**src/rtl/risc_dp_pkg.sv**
```systemverilog
// Shared encodings for the sequenced RISC datapath.
//   ALUOP_*  : ALU operation select
//   SHIFT_*  : B-operand shift select
//   VSEL_*   : writeback source select
//   state_e  : sequencer states
//   STATUS_* : bit positions inside the 3-bit status word
`timescale 1ns/1ps
package risc_dp_pkg;

  localparam logic [1:0] ALUOP_ADD = 2'b00;
  localparam logic [1:0] ALUOP_SUB = 2'b01;
  localparam logic [1:0] ALUOP_AND = 2'b10;
  localparam logic [1:0] ALUOP_NOT = 2'b11;

  localparam logic [1:0] SHIFT_NONE = 2'b00;
  localparam logic [1:0] SHIFT_LSL  = 2'b01;
  localparam logic [1:0] SHIFT_LSR  = 2'b10;
  localparam logic [1:0] SHIFT_ASR  = 2'b11;

  localparam logic [1:0] VSEL_C     = 2'b00;
  localparam logic [1:0] VSEL_PC    = 2'b01;
  localparam logic [1:0] VSEL_IMM8  = 2'b10;
  localparam logic [1:0] VSEL_MDATA = 2'b11;

  localparam int unsigned STATUS_Z = 0;
  localparam int unsigned STATUS_N = 1;
  localparam int unsigned STATUS_V = 2;

  typedef enum logic [2:0] {
    StIdle,
    StReadA,
    StReadB,
    StExec,
    StWb
  } state_e;

endpackage

```
**src/rtl/seq_datapath_if.sv**
```systemverilog
// Command/response bundle between controller (master) and datapath (slave).
//   Command : start, rn, rm, rd, shift, aluop, asel, bsel, vsel, wr_en, wr_status,
//             mdata, sximm5, sximm8, pc
//   Response: busy, done, status, datapath_out
//   Debug   : dbg_sel -> dbg_data (combinational register read)
`timescale 1ns/1ps
interface seq_datapath_if #(
  parameter int unsigned WIDTH   = 16,
  parameter int unsigned NREGS   = 8,
  parameter int unsigned PCWIDTH = 8
);
  localparam int unsigned RSEL = $clog2(NREGS);

  logic               start;
  logic [RSEL-1:0]    rn;
  logic [RSEL-1:0]    rm;
  logic [RSEL-1:0]    rd;
  logic [1:0]         shift;
  logic [1:0]         aluop;
  logic               asel;
  logic               bsel;
  logic [1:0]         vsel;
  logic               wr_en;
  logic               wr_status;
  logic [WIDTH-1:0]   mdata;
  logic [WIDTH-1:0]   sximm5;
  logic [WIDTH-1:0]   sximm8;
  logic [PCWIDTH-1:0] pc;
  logic               busy;
  logic               done;
  logic [2:0]         status;
  logic [WIDTH-1:0]   datapath_out;
  logic [RSEL-1:0]    dbg_sel;
  logic [WIDTH-1:0]   dbg_data;

  modport master (
    output start, rn, rm, rd, shift, aluop, asel, bsel, vsel, wr_en, wr_status,
           mdata, sximm5, sximm8, pc, dbg_sel,
    input  busy, done, status, datapath_out, dbg_data
  );

  modport slave (
    input  start, rn, rm, rd, shift, aluop, asel, bsel, vsel, wr_en, wr_status,
           mdata, sximm5, sximm8, pc, dbg_sel,
    output busy, done, status, datapath_out, dbg_data
  );

endinterface

```
**src/rtl/dp_regfile.sv**
```systemverilog
// NREGS x WIDTH register file, async active-high reset to zero.
//   clk_i, rst_i            : clock / reset
//   we_i, waddr_i, wdata_i  : single write port (rising edge)
//   raddr_{a,b,dbg}_i       : three combinational read addresses
//   rdata_{a,b,dbg}_o       : matching read data
`timescale 1ns/1ps
module dp_regfile #(
  parameter int unsigned WIDTH = 16,
  parameter int unsigned NREGS = 8,
  localparam int unsigned RSEL = $clog2(NREGS)
) (
  input  logic             clk_i,
  input  logic             rst_i,
  input  logic             we_i,
  input  logic [RSEL-1:0]  waddr_i,
  input  logic [WIDTH-1:0] wdata_i,
  input  logic [RSEL-1:0]  raddr_a_i,
  input  logic [RSEL-1:0]  raddr_b_i,
  input  logic [RSEL-1:0]  raddr_dbg_i,
  output logic [WIDTH-1:0] rdata_a_o,
  output logic [WIDTH-1:0] rdata_b_o,
  output logic [WIDTH-1:0] rdata_dbg_o
);

  logic [WIDTH-1:0] regs_q [NREGS];

  always_ff @(posedge clk_i or posedge rst_i) begin
    if (rst_i) begin
      for (int i = 0; i < int'(NREGS); i++) regs_q[i] <= '0;
    end else if (we_i) begin
      regs_q[waddr_i] <= wdata_i;
    end
  end

  assign rdata_a_o   = regs_q[raddr_a_i];
  assign rdata_b_o   = regs_q[raddr_b_i];
  assign rdata_dbg_o = regs_q[raddr_dbg_i];

endmodule

```
**src/rtl/seq_datapath.sv**
```systemverilog
// Multicycle RISC datapath with an internal sequencer: one command per
// start/busy/done handshake. ALU commands (vsel=C) walk READ_A, READ_B, EXEC,
// WB; immediate/memory/pc writebacks go straight to WB.
//   clk, reset : clock, async active-high reset
//   bus        : seq_datapath_if slave (command, busy/done, status, C, debug read)
`timescale 1ns/1ps
module seq_datapath
  import risc_dp_pkg::*;
#(
  parameter int unsigned WIDTH   = 16,
  parameter int unsigned NREGS   = 8,
  parameter int unsigned PCWIDTH = 8
) (
  input  logic          clk,
  input  logic          reset,
  seq_datapath_if.slave bus
);
  localparam int unsigned RSEL = $clog2(NREGS);

  state_e             state_q;
  logic               busy_q, done_q;
  logic [WIDTH-1:0]   a_q, b_q, c_q;
  logic [2:0]         status_q;

  // Command latch, captured on the accepting edge
  logic [RSEL-1:0]    rn_q, rm_q, rd_q;
  logic [1:0]         shift_q, aluop_q, vsel_q;
  logic               asel_q, bsel_q, wr_en_q, wr_status_q;
  logic [WIDTH-1:0]   mdata_q, sximm5_q, sximm8_q;
  logic [PCWIDTH-1:0] pc_q;

  logic [WIDTH-1:0]   rf_a, rf_b, b_shift, ain, bin, alu_res, wb_data;
  logic [2:0]         alu_status;
  logic               rf_we;

  dp_regfile #(
    .WIDTH (WIDTH),
    .NREGS (NREGS)
  ) u_regfile (
    .clk_i       (clk),
    .rst_i       (reset),
    .we_i        (rf_we),
    .waddr_i     (rd_q),
    .wdata_i     (wb_data),
    .raddr_a_i   (rn_q),
    .raddr_b_i   (rm_q),
    .raddr_dbg_i (bus.dbg_sel),
    .rdata_a_o   (rf_a),
    .rdata_b_o   (rf_b),
    .rdata_dbg_o (bus.dbg_data)
  );

  always_comb begin
    unique case (shift_q)
      SHIFT_LSL: b_shift = {b_q[WIDTH-2:0], 1'b0};
      SHIFT_LSR: b_shift = {1'b0, b_q[WIDTH-1:1]};
      SHIFT_ASR: b_shift = {b_q[WIDTH-1], b_q[WIDTH-1:1]};
      default:   b_shift = b_q;
    endcase
    ain = asel_q ? '0 : a_q;
    bin = bsel_q ? sximm5_q : b_shift;

    alu_res    = '0;
    alu_status = '0;
    unique case (aluop_q)
      ALUOP_ADD: begin
        alu_res = ain + bin;
        alu_status[STATUS_V] = (ain[WIDTH-1] == bin[WIDTH-1]) &&
                               (alu_res[WIDTH-1] != ain[WIDTH-1]);
      end
      ALUOP_SUB: begin
        alu_res = ain - bin;
        alu_status[STATUS_V] = (ain[WIDTH-1] != bin[WIDTH-1]) &&
                               (alu_res[WIDTH-1] != ain[WIDTH-1]);
      end
      ALUOP_AND: alu_res = ain & bin;
      default:   alu_res = ~bin;
    endcase
    alu_status[STATUS_Z] = (alu_res == '0);
    alu_status[STATUS_N] = alu_res[WIDTH-1];

    unique case (vsel_q)
      VSEL_PC:    wb_data = WIDTH'(pc_q);
      VSEL_IMM8:  wb_data = sximm8_q;
      VSEL_MDATA: wb_data = mdata_q;
      default:    wb_data = c_q;
    endcase
  end

  // The write lands on the edge that leaves WB
  assign rf_we = (state_q == StWb) && wr_en_q;

  always_ff @(posedge clk or posedge reset) begin
    if (reset) begin
      state_q     <= StIdle;
      busy_q      <= 1'b0;
      done_q      <= 1'b0;
      a_q         <= '0;
      b_q         <= '0;
      c_q         <= '0;
      status_q    <= '0;
      rn_q        <= '0;
      rm_q        <= '0;
      rd_q        <= '0;
      shift_q     <= '0;
      aluop_q     <= '0;
      vsel_q      <= '0;
      asel_q      <= 1'b0;
      bsel_q      <= 1'b0;
      wr_en_q     <= 1'b0;
      wr_status_q <= 1'b0;
      mdata_q     <= '0;
      sximm5_q    <= '0;
      sximm8_q    <= '0;
      pc_q        <= '0;
    end else begin
      unique case (state_q)
        StIdle: begin
          if (bus.start) begin
            rn_q        <= bus.rn;
            rm_q        <= bus.rm;
            rd_q        <= bus.rd;
            shift_q     <= bus.shift;
            aluop_q     <= bus.aluop;
            vsel_q      <= bus.vsel;
            asel_q      <= bus.asel;
            bsel_q      <= bus.bsel;
            wr_en_q     <= bus.wr_en;
            wr_status_q <= bus.wr_status;
            mdata_q     <= bus.mdata;
            sximm5_q    <= bus.sximm5;
            sximm8_q    <= bus.sximm8;
            pc_q        <= bus.pc;
            busy_q      <= 1'b1;
            if (bus.vsel == VSEL_C) begin
              state_q <= StReadA;
            end else begin
              state_q <= StWb;
              done_q  <= 1'b1;
            end
          end
        end
        StReadA: begin
          a_q     <= rf_a;
          state_q <= StReadB;
        end
        StReadB: begin
          b_q     <= rf_b;
          state_q <= StExec;
        end
        StExec: begin
          c_q <= alu_res;
          if (wr_status_q) status_q <= alu_status;
          state_q <= StWb;
          done_q  <= 1'b1;
        end
        StWb: begin
          state_q <= StIdle;
          busy_q  <= 1'b0;
          done_q  <= 1'b0;
        end
        default: begin
          state_q <= StIdle;
          busy_q  <= 1'b0;
          done_q  <= 1'b0;
        end
      endcase
    end
  end

  assign bus.busy         = busy_q;
  assign bus.done         = done_q;
  assign bus.status       = status_q;
  assign bus.datapath_out = c_q;

endmodule

```
**src/flat_wrapper.sv**
```systemverilog
// flat-port wrapper written by rule: the top's interface ports become plain ports
module seq_datapath_flat import risc_dp_pkg::*;
#(
  parameter int unsigned WIDTH   = 16,
  parameter int unsigned NREGS   = 8,
  parameter int unsigned PCWIDTH = 8
)
  (clk, reset, bus_start, bus_rn, bus_rm, bus_rd, bus_shift, bus_aluop, bus_asel, bus_bsel, bus_vsel, bus_wr_en, bus_wr_status, bus_mdata, bus_sximm5, bus_sximm8, bus_pc, bus_dbg_sel, bus_busy, bus_done, bus_status, bus_datapath_out, bus_dbg_data);
  seq_datapath_if #(.WIDTH(WIDTH), .NREGS(NREGS), .PCWIDTH(PCWIDTH)) bus_i ();
  input  logic clk;
  input  logic reset;
  input wire logic [$bits(bus_i.start)-1:0] bus_start;
  input wire logic [$bits(bus_i.rn)-1:0] bus_rn;
  input wire logic [$bits(bus_i.rm)-1:0] bus_rm;
  input wire logic [$bits(bus_i.rd)-1:0] bus_rd;
  input wire logic [$bits(bus_i.shift)-1:0] bus_shift;
  input wire logic [$bits(bus_i.aluop)-1:0] bus_aluop;
  input wire logic [$bits(bus_i.asel)-1:0] bus_asel;
  input wire logic [$bits(bus_i.bsel)-1:0] bus_bsel;
  input wire logic [$bits(bus_i.vsel)-1:0] bus_vsel;
  input wire logic [$bits(bus_i.wr_en)-1:0] bus_wr_en;
  input wire logic [$bits(bus_i.wr_status)-1:0] bus_wr_status;
  input wire logic [$bits(bus_i.mdata)-1:0] bus_mdata;
  input wire logic [$bits(bus_i.sximm5)-1:0] bus_sximm5;
  input wire logic [$bits(bus_i.sximm8)-1:0] bus_sximm8;
  input wire logic [$bits(bus_i.pc)-1:0] bus_pc;
  input wire logic [$bits(bus_i.dbg_sel)-1:0] bus_dbg_sel;
  output wire logic [$bits(bus_i.busy)-1:0] bus_busy;
  output wire logic [$bits(bus_i.done)-1:0] bus_done;
  output wire logic [$bits(bus_i.status)-1:0] bus_status;
  output wire logic [$bits(bus_i.datapath_out)-1:0] bus_datapath_out;
  output wire logic [$bits(bus_i.dbg_data)-1:0] bus_dbg_data;
  assign bus_i.start = bus_start;
  assign bus_i.rn = bus_rn;
  assign bus_i.rm = bus_rm;
  assign bus_i.rd = bus_rd;
  assign bus_i.shift = bus_shift;
  assign bus_i.aluop = bus_aluop;
  assign bus_i.asel = bus_asel;
  assign bus_i.bsel = bus_bsel;
  assign bus_i.vsel = bus_vsel;
  assign bus_i.wr_en = bus_wr_en;
  assign bus_i.wr_status = bus_wr_status;
  assign bus_i.mdata = bus_mdata;
  assign bus_i.sximm5 = bus_sximm5;
  assign bus_i.sximm8 = bus_sximm8;
  assign bus_i.pc = bus_pc;
  assign bus_i.dbg_sel = bus_dbg_sel;
  assign bus_busy = bus_i.busy;
  assign bus_done = bus_i.done;
  assign bus_status = bus_i.status;
  assign bus_datapath_out = bus_i.datapath_out;
  assign bus_dbg_data = bus_i.dbg_data;
  seq_datapath #(.WIDTH(WIDTH), .NREGS(NREGS), .PCWIDTH(PCWIDTH)) u_core (.clk(clk), .reset(reset), .bus(bus_i));
endmodule
```
**config.mk**
```make
export PLATFORM = sky130hd
export DESIGN_NAME = seq_datapath_flat
export DESIGN_NICKNAME = d
export VERILOG_FILES = /design/src/rtl/risc_dp_pkg.sv /design/src/rtl/seq_datapath_if.sv /design/src/rtl/dp_regfile.sv /design/src/rtl/seq_datapath.sv /design/src/flat_wrapper.sv
export SDC_FILE = /design/constraint.sdc
export NUM_CORES = 1
export LEC_CHECK = 0
export CORE_UTILIZATION = 50
export DETAILED_ROUTE_END_ITERATION = 10
export HOLD_SLACK_MARGIN = 0.1
export PLACE_DENSITY_LB_ADDON = 0.12
export SYNTH_ARGS = -nofsm -noshare
export SYNTH_HDL_FRONTEND = slang
export SYNTH_HIERARCHICAL = 1
export SYNTH_SLANG_ARGS = --single-unit
```
**constraint.sdc**
```tcl
create_clock -name clk -period 5.5 [get_ports clk]
set_clock_uncertainty 0.05 [all_clocks]
set_input_delay 1.1 -clock clk [delete_from_list [all_inputs] [get_ports clk]]
set_output_delay 1.1 -clock clk [all_outputs]
set_load 0.03 [all_outputs]
```
After elaboration in Yosys (flattened, before gate mapping). Index checks and enable logic that the tools add are counted.

Flip-flop bits (word level): 259. Bits in latches: 0. Bits in writable memories: 0. Memory bits (read-only): 0. Bits of input ports: 81. Output and inout port bits: 37. Logic and storage cells: 102. Memories: 0.

$add $sub $neg: 2. Multiply operators: 0. Div/mod/pow operators: 0. Order comparisons: 5. Equality and inequality tests: 18. Shifts and indexed selects: 0. Multiplexer cells: 26. Bitwise logic cells: 8. Reduce and logical (&&, ||, !) cells: 14.

Operators with widths (number): binary-select mux 16 bit (select 3 bit) (3); 2-to-1 mux 16 bit (9); case mux 16 bit (3 select lines) (3); bitwise mux 128 bit (1); demux 16 bit (select 3 bit) (1); adder 16 bit (1); AND 16 bit (1); greater-or-equal comparator 4 bit (second input constant) (4); zero test 16 bit (1); NOT 16 bit (1); NOT 3 -> 4 bit (4); subtractor 16 bit (1); case mux 3 bit (4 select lines) (1); == test 2 bit (second input constant) (5); == test 2 x 1 -> 1 bit (second input constant) (3); == test 3 x 2 -> 1 bit (second input constant) (2); 2-to-1 mux 3 bit (2); AND reduction 2 bit (3); logical AND 1 bit (4); zero test 2 bit (2); < comparator 4 x 1 -> 1 bit (second input constant) (1); != test 2 bit (second input constant) (2); case mux 1 bit (2 select lines) (2); == test 3 x 1 -> 1 bit (second input constant) (1); 10 further kinds (15).

Longest topological paths before layout. Gate-level depths: netlist of run 1.

Word-level depth: 7. Mapped depth: 19. Depth with buffers taken out: 16.

Cells and area by module. The synthesis of run 1 kept the hierarchy.

Modules (own cells, without submodules): dp_regfile (times used 1, cells each 454, area each 8041.5 um^2, sequential area each 3203.1 um^2); seq_datapath (times used 1, cells each 763, area each 7995.2 um^2, sequential area each 3278.1 um^2).

Least setup slack after synthesis of run 1. Ideal clock, no wire load.

Path type: reg2reg. Start point: register u_core.shift_q[0]. End point: register u_core.status_q[0] (netlist: u_core/bus.status[0]). Library setup time: 0.076 ns. Arrival: 3.586 ns. Required time: 5.374 ns. Slack: 1.787 ns. Cell stages (with the launch flop): 20. Buffers on the path: 3. Period minus slack after synthesis: 3.713 ns. Cells stage by stage: dfrtp_1 -> buf_2 -> buf_2 -> mux2i_1 -> nor2_1 -> a21oi_1 -> nor2_1 -> a21oi_1 -> inv_1 -> ha_1 -> buf_6 -> or2_1 -> a31oi_1 -> a2111o_1 -> a2111oi_2 -> a211oi_1 -> and3_4 -> a2111oi_4 -> nand4b_1 -> o21ai_1.

Cells in the longest elaborated chain, start to end: 6. Elaborated cells on any way between the ends: 11. Classes of those cells: add/sub: 2; eq/ne: 3; mux: 3; bitwise: 2; reduce/logical: 1.

Ends and longest elaborated chain: start: declaration (RTL line seq_datapath.sv:27) `logic [1:0] shift_q, aluop_q, vsel_q;`; start signal: assignment (RTL line seq_datapath.sv:123) `shift_q <= bus.shift;`; == test 2 bit / == test 2 x 1 -> 1 bit (equally long branches) (RTL line seq_datapath.sv:54) `unique case (shift_q)`; case mux 16 bit (3 select lines) (*) (RTL line seq_datapath.sv:54); 2-to-1 mux 16 bit (*) (RTL line seq_datapath.sv:61) `bin = bsel_q ? sximm5_q : b_shift;`; subtractor 16 bit (tied with other cells) (RTL line seq_datapath.sv:72) `alu_res = ain - bin;`; case mux 16 bit (3 select lines) (*) (RTL line seq_datapath.sv:65) `unique case (aluop_q)`; zero test 16 bit (*) (RTL line seq_datapath.sv:79) `alu_status[STATUS_Z] = (alu_res == '0);`; end signal: assignment (RTL line seq_datapath.sv:153) `if (wr_status_q) status_q <= alu_status;`; end: declaration (RTL line seq_datapath.sv:23) `logic [2:0] status_q;`.

Mark *: on every way between the ends. The rest lies on a longest branch, timed or not. A chain may end at the register's enable or synchronous reset.

Worst setup path after layout of run 1.
Start point: register u_core.shift_q[1]. End point: register u_core.status_q[0] (netlist: u_core/bus.status[0]).

The elaborated chain is that of the path after synthesis.

==> impl_metrics.json, run 1 <==
{
  "unrepaired_setup_endpoints_after_global_routing": "no",
  "worstPathMaxFanout": 27,
  "rr_startpoint": "u_core/shift_q[1]$_DFFE_PP0P_",
  "holdPathStages": 1,
  "grt_antenna_before_repair": 0,
  "rr_worst_depth": 14,
  "io-pin-count": 118,
  "worst-endpoint-required_ns": 5.93,
  "status": "complete, no violations",
  "tns_ns": 0,
  "cp.arrival_ns": 4.85,
  "worst-slew-pin-transition_ns": 1.13,
  "numCtsBuffers": 29,
  "clock_latency_ns": 0.57,
  "cts.clk_slew.worst_paths_ns": 0.06,
  "startpoint_type": "flip-flop",
  "diodes": 0,
  "grt_pass1_vias": 10700,
  "postCtsHoldBufs": 0,
  "std_cell_rows": 65,
  "max_clock_freq_ghz": 0.226,
  "finalSetupViolCount": 0,
  "placement.io_buffers": 117,
  "cts.sinks": 259,
  "gp_congestion": 0.930,
  "postCtsResizedCells": 0,
  "synth-edff-count": 0,
  "final_cycle_share_pct": 80.4,
  "floorplan.core_area_mm2": 0.0316,
  "ff2ff_setup_slack_ns": 1.08,
  "synth_warnings": 6,
  "hold_ws_ns": 0.441,
  "instances_no_fill": 1717,
  "power-per-cell-area_mw_per_mm2": 630,
  "timing.critical_path.buf_inv": 1,
  "vias_per_cell": 6.22,
  "async_reset_ff_share_pct": 100,
  "netlist-cell-type-count": 79,
  "ir_worst_vdd_mv": 0.441,
  "synthesized_area_per_cell_um2": 13.2,
  "max-cap-violations": 0,
  "grt-ovfl-total": 0,
  "cp_slowest_cell": "sky130_fd_sc_hd__dfrtp_1",
  "post_synth_inst_count": 1217,
  "holdCritPathClass": "flip-flop to flip-flop",
  "sequential_fraction_of_the_synthesis_area_pct": 40.4,
  "die_height_um": 181,
  "synth_flop_cell": "sky130_fd_sc_hd__dfrtp_1",
  "total_global_routing_track_utilization_pct": 26.2,
  "design.final.nets": 1410,
  "postLayoutCoreUtil_pct": 58.0,
  "grt_start_max_net_pins": 74,
  "layout-area-overhead-vs-synth_pct": 14.1,
  "start_util_pct": 50.8,
  "grt_pass1_wl_mm": 66.0,
  "drcViolationCount": 0,
  "critical_path.reg2reg.endpoint": "u_core/bus.status[0]$_DFFE_PP0P_",
  "post_route_cells_drive_above_1_share_pct": 34.1,
  "ctsRootBufferMaster": "sky130_fd_sc_hd__clkbuf_16",
  "report.final.hold_viol_count": 0,
  "max-slew-margin-rel_pct": 24.4,
  "cts_max_path_buffers": 3,
  "cts_setup_buffers": 0,
  "worstSetupEndpointType": "flip-flop",
  "synth.net_count": 1332,
  "totalPowerFinal_uw": 11500,
  "worst-setup-path-type": "flip-flop to flip-flop",
  "chipWidth_um": 181,
  "slew_violations": 0,
  "synth.ff_latch_count": 259,
  "min_period_ns": 4.42,
  "final_antenna_net_count": 0,
  "p_leak_uw": 0.00826,
  "cts-htree-levels": 1,
  "holdPathEnd": "u_core/bus.busy$_DFFE_PP0P_",
  "timing.critical_path.slowest_cell_delay_ns": 0.81,
  "detailed_place_hpwl_mm": 29.3,
  "crit_path_cell_trace": "a22oi_1, o21ai_0, ha_1, inv_1, fa_1, and2b_1, o31ai_2, a2111o_1, a2111oi_2, a211oi_1, and3_4, a2111oi_4, nand4b_1, o21ai_1",
  "dp.cells": 1666,
  "tritoncts": "yes",
  "syn_area_mm2": 0.0160,
  "timing.critical_path.max_delay_family": "compound AO/OA/AOI/OAI gates",
  "vias": 10700,
  "drt_iter0_markers": 807,
  "postRouteWirelength_mm": 42.2,
  "num-fill-cells": 2608,
  "routedWlPerCell_um": 24.6,
  "dieArea_mm2": 0.0328,
  "firstDrtPassIters": 5,
  "hold_path.startpoint": "u_core/bus.busy$_DFFE_PP0P_"
}
==> stage by stage <==
| step | setup slack, ns | cell area, µm² |
|---|---|---|
| detailed placement | 1.09 | 17300 |
| finish | 1.08 | 18300 |
| floorplan | 0.852 | 16000 |
| CTS | 1.10 | 18300 |
| global route | 0.752 | 18300 |
| global placement | 1.13 | 17300 |
==> Yosys cell counts, drive strengths merged, types with 3 or more instances <==
library cell | n | share of area, %
nor3 | 15 | 0.47
o31ai | 5 | 0.27
o21ai | 42 | 1.3
buf | 51 | 2.6
nor3b | 4 | 0.19
a21oi | 40 | 1.2
a31oi | 10 | 0.39
inv | 46 | 1.1
nor2 | 36 | 0.84
a2111oi | 4 | 0.42
nand2 | 63 | 1.5
a211o | 3 | 0.16
dfrtp | 259 | 40
nand4b | 5 | 0.39
a22o | 8 | 0.44
nor4 | 4 | 0.16
nor2b | 25 | 0.98
xnor2 | 11 | 0.60
xor2 | 3 | 0.16
o21bai | 7 | 0.33
a22oi | 3 | 0.14
mux4 | 106 | 16
mux2i | 24 | 1.5
clkbuf | 42 | 1.2
ha | 32 | 2.5
a211oi | 14 | 0.69
a21o | 4 | 0.20
nand3 | 8 | 0.25
and3 | 3 | 0.15
a221o | 3 | 0.19
nand2b | 5 | 0.20
mux2 | 293 | 21
==> cells in the final DEF, fill, tap and decap left out, types with 5 or more instances in the layout <==
cell type                           n
sky130_fd_sc_hd__a31oi_1           10
sky130_fd_sc_hd__clkdlybuf4s50_1  115
sky130_fd_sc_hd__nor2_1            36
sky130_fd_sc_hd__a211oi_1          13
sky130_fd_sc_hd__clkinv_2           5
sky130_fd_sc_hd__nand2b_1           5
sky130_fd_sc_hd__mux2i_1           24
sky130_fd_sc_hd__dfrtp_1          258
sky130_fd_sc_hd__mux4_1            49
sky130_fd_sc_hd__nor2b_1           25
sky130_fd_sc_hd__clkbuf_8           7
sky130_fd_sc_hd__ha_1              32
sky130_fd_sc_hd__a22o_1             8
sky130_fd_sc_hd__nor3_1            15
sky130_fd_sc_hd__xnor2_1           11
sky130_fd_sc_hd__mux2_2           293
sky130_fd_sc_hd__clkbuf_16         29
sky130_fd_sc_hd__nand3_1            8
sky130_fd_sc_hd__o21bai_1           7
sky130_fd_sc_hd__mux4_2            57
sky130_fd_sc_hd__nand2_1           63
sky130_fd_sc_hd__buf_4             23
sky130_fd_sc_hd__o21ai_0           38
sky130_fd_sc_hd__inv_1             42
sky130_fd_sc_hd__a21oi_1           40
==> final cells by class <==
cell class                 count  area [µm²]  area share [%]
timing repair buffer         140        1330            7.29
clock inverter                11         151           0.827
tap                          402         503            2.75
inverter                      46         180           0.984
multi-input combinational    819        8810            48.2
sequential                   259        6480            35.4
clock buffer                  40         837            4.57
==> registers in the layout, indices dropped and copies added (netlist names), 2 cells and up <==
signal,count
u_core/bus.status,3
u_core/pc_q,8
u_core/bus.datapath_out,16
u_core/rm_q,3
u_core/b_q,16
u_core/shift_q,2
u_core/rd_q,3
u_core/mdata_q,16
u_core/u_regfile/regs_q,128
u_core/rn_q,3
u_core/state_q,3
u_core/sximm5_q,16
u_core/a_q,16
u_core/sximm8_q,16
u_core/vsel_q,2
u_core/aluop_q,2
==> worst register-to-register path, stage by stage (launching register included) <==
cell	delay, ns
sky130_fd_sc_hd__dfrtp_1	0.81
sky130_fd_sc_hd__a22oi_1	0.19
sky130_fd_sc_hd__o21ai_0	0.46
sky130_fd_sc_hd__ha_1	0.26
sky130_fd_sc_hd__inv_1	0.08
sky130_fd_sc_hd__fa_1	0.44
sky130_fd_sc_hd__and2b_1	0.23
sky130_fd_sc_hd__o31ai_2	0.12
sky130_fd_sc_hd__a2111o_1	0.41
sky130_fd_sc_hd__a2111oi_2	0.33
sky130_fd_sc_hd__a211oi_1	0.15
sky130_fd_sc_hd__and3_4	0.23
sky130_fd_sc_hd__a2111oi_4	0.33
sky130_fd_sc_hd__nand4b_1	0.14
sky130_fd_sc_hd__o21ai_1	0.12
==> power by group <==
group,leakage [µW],internal (µW),switching [µW]
Sequential,0.00336,2730,996
Combinational,0.00441,2890,2910
Clock,0.000489,1200,798
Total,0.00826,6830,4710
==> metal layers <==
layer  wire length [µm]  vias to the layer above  GRT usage, %
met4               1030                        0          6.75
met1              19300                     5518          38.0
met3               2030                       51          3.23
met5                  0                        -             0
met2              19900                      319          41.9
li1                   -                     4788             -
==> cell families (layout without fill, tap and decap cells) <==
logic type	after synthesis	count (layout)	synth area share (%)
simple gates	183	183	5.98
fa+ha+maj	34	34	2.75
mux	423	423	38.1
compound gates	165	165	7.08
buf+inv	139	237	4.91
xor+xnor	14	14	0.765
flops	259	259	40.4
==> how the worst max path moves through the flow <==
stage,start,endpoint,slack [ns],cells past startpoint
after floorplan,reset,u_core/a_q[0]$_DFFE_PP0P_,0.85,1
after global placement,bus_dbg_sel[2],bus_dbg_data[11],1.13,5
after global routing,u_core/shift_q[1]$_DFFE_PP0P_,u_core/bus.status[0]$_DFFE_PP0P_,0.75,14
final,u_core/shift_q[1]$_DFFE_PP0P_,u_core/bus.status[0]$_DFFE_PP0P_,1.08,14
after detailed placement,bus_dbg_sel[2],bus_dbg_data[8],1.09,5
after CTS,bus_dbg_sel[2],bus_dbg_data[12],1.10,5
(Power assumes the default switching activity.)
==> inputs of run 2 (changes only) <==
==> constraint.sdc (replaced) <==
create_clock -name clk -period 4 [get_ports clk]
set_clock_uncertainty 0.05 [all_clocks]
set_input_delay 0.8 -clock clk [delete_from_list [all_inputs] [get_ports clk]]
set_output_delay 0.8 -clock clk [all_outputs]
set_load 0.03 [all_outputs]
==> run 2 against run 1 <==
  * Non-clock buffer count rose by 33
  * Critical path depth is 3 higher
  * Cell count is 2.0% higher
  * Clock power up 35%
  * Critical endpoint is now u_core/bus.datapath_out[15]$_DFFE_PP0P_
==> impl_metrics.json, run 2 (synthesis gave the netlist of run 1 again) <==
{
  "status": "complete, no violations",
  "power_frac_seq_pct": 32.0,
  "vias_per_cell": 6.26,
  "layout.cell_area.non_filler_mm2": 0.0186,
  "io-pin-count": 118,
  "tritoncts": "yes",
  "max-cap-violations": 0,
  "globalRouteMet3Util_pct": 4.86,
  "worst-setup-path-type": "flip-flop to flip-flop",
  "ff2ff_setup_slack_ns": 0.26,
  "postRouteWirelength_mm": 42.7,
  "finalSetupViolCount": 0,
  "grt-ovfl-total": 0,
  "firstDrtPassIters": 5,
  "report.final.hold_viol_count": 0,
  "drt_iter0_markers": 913,
  "layout.cells.most_common": "sky130_fd_sc_hd__mux2_2",
  "dieArea_mm2": 0.0328,
  "chipWidth_um": 181,
  "diodes": 0,
  "max-slew-margin-rel_pct": 27.7,
  "floorplan.core_area_mm2": 0.0316,
  "m1_gr_usage_pct": 38.2,
  "largest-register": "u_core/u_regfile/regs_q",
  "layout-area-overhead-vs-synth_pct": 16.2,
  "grt_start_max_net_pins": 67,
  "placedInstanceArea_mm2": 0.0176,
  "ctsRootBufferMaster": "sky130_fd_sc_hd__clkbuf_16",
  "holdCritPathClass": "flip-flop to flip-flop",
  "design.final.nets": 1443,
  "slew_violations": 0,
  "critical_path.reg2reg.endpoint": "u_core/bus.datapath_out[15]$_DFFE_PP0P_",
  "std_cell_rows": 65,
  "clock_power_share_pct": 16.7,
  "cts.sinks": 259,
  "p_leak_uw": 0.00842,
  "switching_share_pct": 40.5,
  "busiest_layer_in_global_routing": "met2",
  "min_period_ns": 3.74,
  "placement.io_buffers": 117,
  "grt_antenna_before_repair": 0,
  "gp_congestion": 0.966,
  "worst-slew-pin-transition_ns": 1.08,
  "startpoint_type": "flip-flop",
  "final_antenna_net_count": 0,
  "global_route.usage.met2_pct": 41.0,
  "start_util_pct": 50.8,
  "total_switching_power_uw": 6550,
  "largest_reg_flops": 128,
  "clock_latency_ns": 0.57,
  "cts.clk_slew.worst_paths_ns": 0.06,
  "hold_path.startpoint": "u_core/bus.busy$_DFFE_PP0P_",
  "worst-endpoint-required_ns": 4.42,
  "grt_pass1_wl_mm": 66.8,
  "rr_worst_depth": 17,
  "drcViolationCount": 0,
  "p_int_uw": 9600,
  "holdPathEnd": "u_core/bus.busy$_DFFE_PP0P_",
  "die_height_um": 181,
  "cts-htree-levels": 1,
  "vias": 11000,
  "unrepaired_setup_endpoints_after_global_routing": "no",
  "max_clock_freq_ghz": 0.268,
  "worstPathMaxFanout": 8,
  "cts_max_path_buffers": 3,
  "routedWlPerCell_um": 24.4,
  "cp.arrival_ns": 4.16,
  "detailed_place_hpwl_mm": 29.9,
  "total_global_routing_track_utilization_pct": 26.7,
  "tns_ns": 0,
  "worstSetupEndpointType": "flip-flop",
  "grt_pass1_vias": 11000,
  "power-per-cell-area_mw_per_mm2": 867,
  "numCtsBuffers": 29,
  "layout_common_cells": "sky130_fd_sc_hd__mux2_2 (293), sky130_fd_sc_hd__dfrtp_1 (255), sky130_fd_sc_hd__clkdlybuf4s50_1 (115)",
  "share_comb_of_total_power_pct": 51.3,
  "final_cycle_share_pct": 93.4,
  "holdPathStages": 1,
  "post_route_cells_drive_above_1_share_pct": 36.1,
  "rr_startpoint": "u_core/shift_q[0]$_DFFE_PP0P_",
  "ir_worst_vdd_mv": 0.623
}
run 2: routing by layer:
metal	part of all wire, %	vias to the layer above
li1	-	4864
met1	44	5650
met2	46	376
met3	5.9	73
met4	3.8	0
met5	0	-
run 2: power by group through the flow:
stage	sequential [µW]	clock (µW)	combinational, µW
floorplan	4500	0	6320
detailed placement	5170	0	8180
global placement	5120	0	8120
CTS	5130	2770	8230
finish	5160	2700	8290
global route	5350	2870	8940
run 2: final cells by class:
class / instances / area [µm²]
Clock buffer: 43 / 848
Clock inverter: 9 / 123
Fill cell: 2579 / 12900
Inverter: 46 / 180
Multi-Input combinational cell: 819 / 8850
Sequential cell: 259 / 6490
Tap cell: 402 / 503
Timing Repair Buffer: 173 / 1640
run 2: worst max path at each step:
stage	startpoint	endpoint	cells after the start
CTS	u_core/shift_q[1]$_DFFE_PP0P_	u_core/bus.status[0]$_DFFE_PP0P_	15
finish	u_core/shift_q[0]$_DFFE_PP0P_	u_core/bus.datapath_out[15]$_DFFE_PP0P_	17
global route	u_core/shift_q[0]$_DFFE_PP0P_	u_core/bus.status[0]$_DFFE_PP0P_	15
detailed placement	u_core/shift_q[1]$_DFFE_PP0P_	u_core/bus.status[0]$_DFFE_PP0P_	15
floorplan	u_core/shift_q[0]$_DFFE_PP0P_	u_core/bus.status[0]$_DFFE_PP0P_	19
global placement	u_core/shift_q[0]$_DFFE_PP0P_	u_core/bus.status[0]$_DFFE_PP0P_	17
run 2: per-stage QoR:
step	cells	setup slack (ns)	utilization [%]	total power [µW]	hold WS (ns)
6_report	1751	0.263	59.0	16200	0.433
5_1_grt	1751	0.0137	59.0	17200	0.454
4_1_cts	1749	0.126	58.9	16100	0.437
3_5_place_dp	1697	0.157	55.8	13400	0.424
3_3_place_gp	1697	0.235	55.8	13200	0.415
2_1_floorplan	1217	0.287	-	10800	0.423
run 2: worst max-delay path, cell delays in order (launching register included):
cell	delay (ns)
sky130_fd_sc_hd__dfrtp_2	0.45
sky130_fd_sc_hd__buf_4	0.21
sky130_fd_sc_hd__mux2i_1	0.20
sky130_fd_sc_hd__nor2_1	0.05
sky130_fd_sc_hd__a21oi_1	0.12
sky130_fd_sc_hd__nor2_1	0.08
sky130_fd_sc_hd__a21oi_2	0.15
sky130_fd_sc_hd__inv_1	0.07
sky130_fd_sc_hd__ha_1	0.38
sky130_fd_sc_hd__nor2b_1	0.11
sky130_fd_sc_hd__a211o_1	0.28
sky130_fd_sc_hd__a221o_1	0.32
sky130_fd_sc_hd__a21oi_1	0.19
sky130_fd_sc_hd__o41ai_2	0.14
sky130_fd_sc_hd__a41o_1	0.26
sky130_fd_sc_hd__a311o_1	0.34
sky130_fd_sc_hd__buf_4	0.15
sky130_fd_sc_hd__o21ai_1	0.10
run 2: what timing repair did:
item,4_1_cts,5_1_grt
buffers inserted,0,2
gates resized for setup,0,10
endpoints found under the setup margin,0,5
hold buffers,0,0
==> inputs of run 3 (changes only) <==
--- a/config.mk
+++ b/config.mk
@@ -5,6 +5,7 @@
 export SDC_FILE = /design/constraint.sdc
 export NUM_CORES = 1
 export LEC_CHECK = 0
+export ABC_AREA = 1
 export CORE_UTILIZATION = 50
 export DETAILED_ROUTE_END_ITERATION = 10
 export HOLD_SLACK_MARGIN = 0.1
==> run 3 against run 2 <==
  * Area after synthesis rose by 5.5%
  * Sequential power fell by 15%
  * Register-to-register slack improved by 0.20 ns
  * Final area rose by 3.7%
  * Routed wire length rose by 38%
  * Sequential share of layout area fell by 1.3 points
  * Critical path depth did not move
  * Die area rose by 5.4%
  * Clock-buffer cell count rose by 1
  * Synthesized cell count rose by 120%
  * Global-route usage rose by 8.0 points
  * Critical endpoint is now u_core/bus.status[0]$_DFFE_PP0P_
==> impl_metrics.json, run 3 <==
{
  "vias_per_cell": 5.50,
  "routedWlPerCell_um": 18.6,
  "cp_slowest_cell": "sky130_fd_sc_hd__dfrtp_1",
  "tritoncts": "yes",
  "grt_antenna_before_repair": 0,
  "synth-simple-area-share_pct": 39.1,
  "final_cycle_share_pct": 88.4,
  "synth_warnings": 6,
  "placement.io_buffers": 117,
  "yosysTopAreaCellShare_pct": 38.3,
  "most_repeated_cell_in_the_gate_level_netlist_after_synthesis": "sky130_fd_sc_hd__nand2_1",
  "vias": 17400,
  "final_antenna_net_count": 0,
  "chipWidth_um": 186,
  "synth_adder_area_share_pct": 2.60,
  "diodes": 0,
  "detailed_place_hpwl_mm": 40.4,
  "crit_path_cell_trace": "inv_1, o21ai_0, o22ai_1, ha_1, inv_1, nor3_1, and2_1, nand2_1, nand2_1, nand2_1, nand3_1, nand3_1, nand2_1, nand2_1, nor2_1, nand2_1, nand2_1",
  "report.final.hold_viol_count": 0,
  "synth_flop_cell": "sky130_fd_sc_hd__dfrtp_1",
  "synthesized_area_per_cell_um2": 6.35,
  "finalSetupViolCount": 0,
  "grt-ovfl-total": 0,
  "start_util_pct": 51.5,
  "netlist.top_cell.by_area": "sky130_fd_sc_hd__dfrtp_1",
  "postCtsHoldBufs": 0,
  "worstSetupEndpointType": "flip-flop",
  "drt_iter0_markers": 1680,
  "grt_start_max_net_pins": 132,
  "largest-register": "u_core/u_regfile/regs_q",
  "syn_area_mm2": 0.0169,
  "grt_pass1_vias": 16300,
  "cts.sinks": 259,
  "largest_reg_flops": 128,
  "die_height_um": 186,
  "cts_setup_buffers": 0,
  "max-cap-violations": 0,
  "clock_power_share_pct": 15.6,
  "share_comb_of_total_power_pct": 61.1,
  "worst-slew-pin-transition_ns": 1.22,
  "cp-startpoint": "u_core/bsel_q$_DFFE_PP0P_",
  "power-per-cell-area_mw_per_mm2": 972,
  "async_reset_ff_share_pct": 100,
  "ctsRootBufferMaster": "sky130_fd_sc_hd__clkbuf_16",
  "grt_pass1_wl_mm": 91.7,
  "startpoint_type": "flip-flop",
  "max_clock_freq_ghz": 0.283,
  "worst-endpoint-required_ns": 4.49,
  "layout_common_cells": "sky130_fd_sc_hd__nand2_1 (1,238), sky130_fd_sc_hd__inv_1 (302), sky130_fd_sc_hd__nand3_1 (281)",
  "drcViolationCount": 0,
  "holdCritPathClass": "flip-flop to flip-flop",
  "post_route_cells_drive_above_1_share_pct": 5.12,
  "tns_ns": 0,
  "p_leak_uw": 0.0106,
  "cts_max_path_buffers": 3,
  "power_frac_seq_pct": 23.3,
  "rr_startpoint": "u_core/bsel_q$_DFFE_PP0P_",
  "io-pin-count": 118,
  "cts-htree-levels": 1,
  "firstDrtPassIters": 6,
  "total_global_routing_track_utilization_pct": 34.7,
  "timing.critical_path.buf_inv": 2,
  "unrepaired_setup_endpoints_after_global_routing": "no",
  "netlist_top_cells_area": "sky130_fd_sc_hd__dfrtp_1 (38%), sky130_fd_sc_hd__nand2_1 (28%), sky130_fd_sc_hd__nand3_1 (8.3%), sky130_fd_sc_hd__inv_1 (6.7%), sky130_fd_sc_hd__o21ai_0 (4.7%)",
  "floorplan.core_area_mm2": 0.0329,
  "post_synth_inst_count": 2663,
  "dieArea_mm2": 0.0346,
  "layout.cells.most_common": "sky130_fd_sc_hd__nand2_1",
  "synth.ff_latch_count": 259,
  "cts.clk_slew.worst_paths_ns": 0.06,
  "hold_path.startpoint": "u_core/state_q[2]$_DFFE_PP0P_",
  "synth_mux_area_share_pct": 0.732,
  "worstPathMaxFanout": 20,
  "ir_worst_vdd_mv": 0.649,
  "postRouteWirelength_mm": 58.9,
  "slew_violations": 0,
  "netlist-cell-type-count": 41,
  "std_cell_rows": 66,
  "dp.cells": 3121,
  "cp_common_cell": "sky130_fd_sc_hd__nand2_1",
  "clock_latency_ns": 0.60,
  "p_int_uw": 8810,
  "worst-setup-path-type": "flip-flop to flip-flop",
  "switching_share_pct": 53.1,
  "timing.critical_path.slowest_cell_delay_ns": 0.51,
  "synth-xor-area-share_pct": 0.104,
  "postCtsResizedCells": 0,
  "synth.top_cells.by_count": "sky130_fd_sc_hd__nand2_1 (1,239), sky130_fd_sc_hd__inv_1 (304), sky130_fd_sc_hd__nand3_1 (282), sky130_fd_sc_hd__dfrtp_1 (259), sky130_fd_sc_hd__o21ai_0 (160)",
  "sequential_fraction_of_the_synthesis_area_pct": 38.3,
  "min_period_ns": 3.54,
  "compound_cell_area_share_of_the_yosys_netlist_pct": 8.29,
  "cp.arrival_ns": 4.02,
  "layout-area-overhead-vs-synth_pct": 14.3,
  "total_switching_power_uw": 9970,
  "synth-edff-count": 0,
  "status": "complete, no violations",
  "synth.net_count": 2778,
  "timing.critical_path.max_delay_family": "simple AND/OR/NAND/NOR gates",
  "design.final.nets": 2826,
  "numCtsBuffers": 30,
  "max-slew-margin-rel_pct": 18.3,
  "synth_top_family_by_area": "simple AND/OR/NAND/NOR gates",
  "instances_no_fill": 3174,
  "gp_congestion": 0.984
}
==> run 3: worst reg2reg max path: cells and delay by family, from the launching register on <==
family	cells	cell delay [ns]
adders and majority gates	1	0.41
AOI/OAI and AO/OA	2	0.51
buffers and inverters	2	0.62
DFF	1	0.51
and+or+nand+nor	12	1.37
==> run 3: cell families (layout without fill, tap and decap cells) <==
logic type      count (synthesis)  in the layout
simple gates                 1641           1641
buf+inv                       451            520
compound gates                265            265
flops                         259            259
fa+ha+maj                      34             34
mux                            11             11
xor+xnor                        2              2
==> run 3: path summary, 6_finish.rpt <==
check	endpoint	slack, ns	cells past startpoint
setup / recovery	u_core/bus.status[0]$_DFFE_PP0P_	0.46	17
hold / removal	u_core/bus.done$_DFFE_PP0P_	0.38	1
setup reg to reg	u_core/bus.status[0]$_DFFE_PP0P_	0.46	17
hold reg to reg	u_core/bus.done$_DFFE_PP0P_	0.38	1
max in group asynchronous	u_core/u_regfile/regs_q[47]$_DFFE_PP0P_	2.47	3
min in group asynchronous	u_core/u_regfile/regs_q[34]$_DFFE_PP0P_	0.59	2
==> run 3: metrics by stage <==
step / area [µm²] / hold WS, ns / util [%] / setup slack, ns / power [µW]
floorplan: 16900 / 0.349 / - / 1.36 / 12200
global placement: 18300 / 0.362 / 55.6 / 0.437 / 15500
detailed placement: 18300 / 0.367 / 55.6 / 0.534 / 15600
CTS: 19300 / 0.381 / 58.8 / 0.506 / 18600
global route: 19300 / 0.404 / 58.8 / 0.215 / 20300
finish: 19300 / 0.382 / 58.8 / 0.464 / 18800
==> run 3: cell type report <==
cell class | instances | area, µm²
fill | 3266 | 13500
multi-input combinational | 1953 | 8600
sequential | 259 | 6480
timing repair buffer | 154 | 1440
inverter | 313 | 1180
clock buffer | 44 | 883
tap | 442 | 553
clock inverter | 9 | 176
==> run 3: metal layers <==
layer / vias to the layer above / GRT usage (%) / routed length (µm)
met4: 0 / 15.0 / 2720
met2: 814 / 53.8 / 25900
met3: 163 / 5.50 / 5080
met1: 8121 / 48.0 / 25200
met5: - / 0 / 0
li1: 8349 / - / -
==> run 3: power by group through the flow <==
stage | logic, µW | registers, µW | clock network, µW
2_1_floorplan | 7900 | 4270 | 0
3_3_place_gp | 11100 | 4360 | 0
3_5_place_dp | 11200 | 4380 | 0
4_1_cts | 11300 | 4350 | 2980
5_1_grt | 12700 | 4480 | 3080
6_report | 11500 | 4370 | 2940
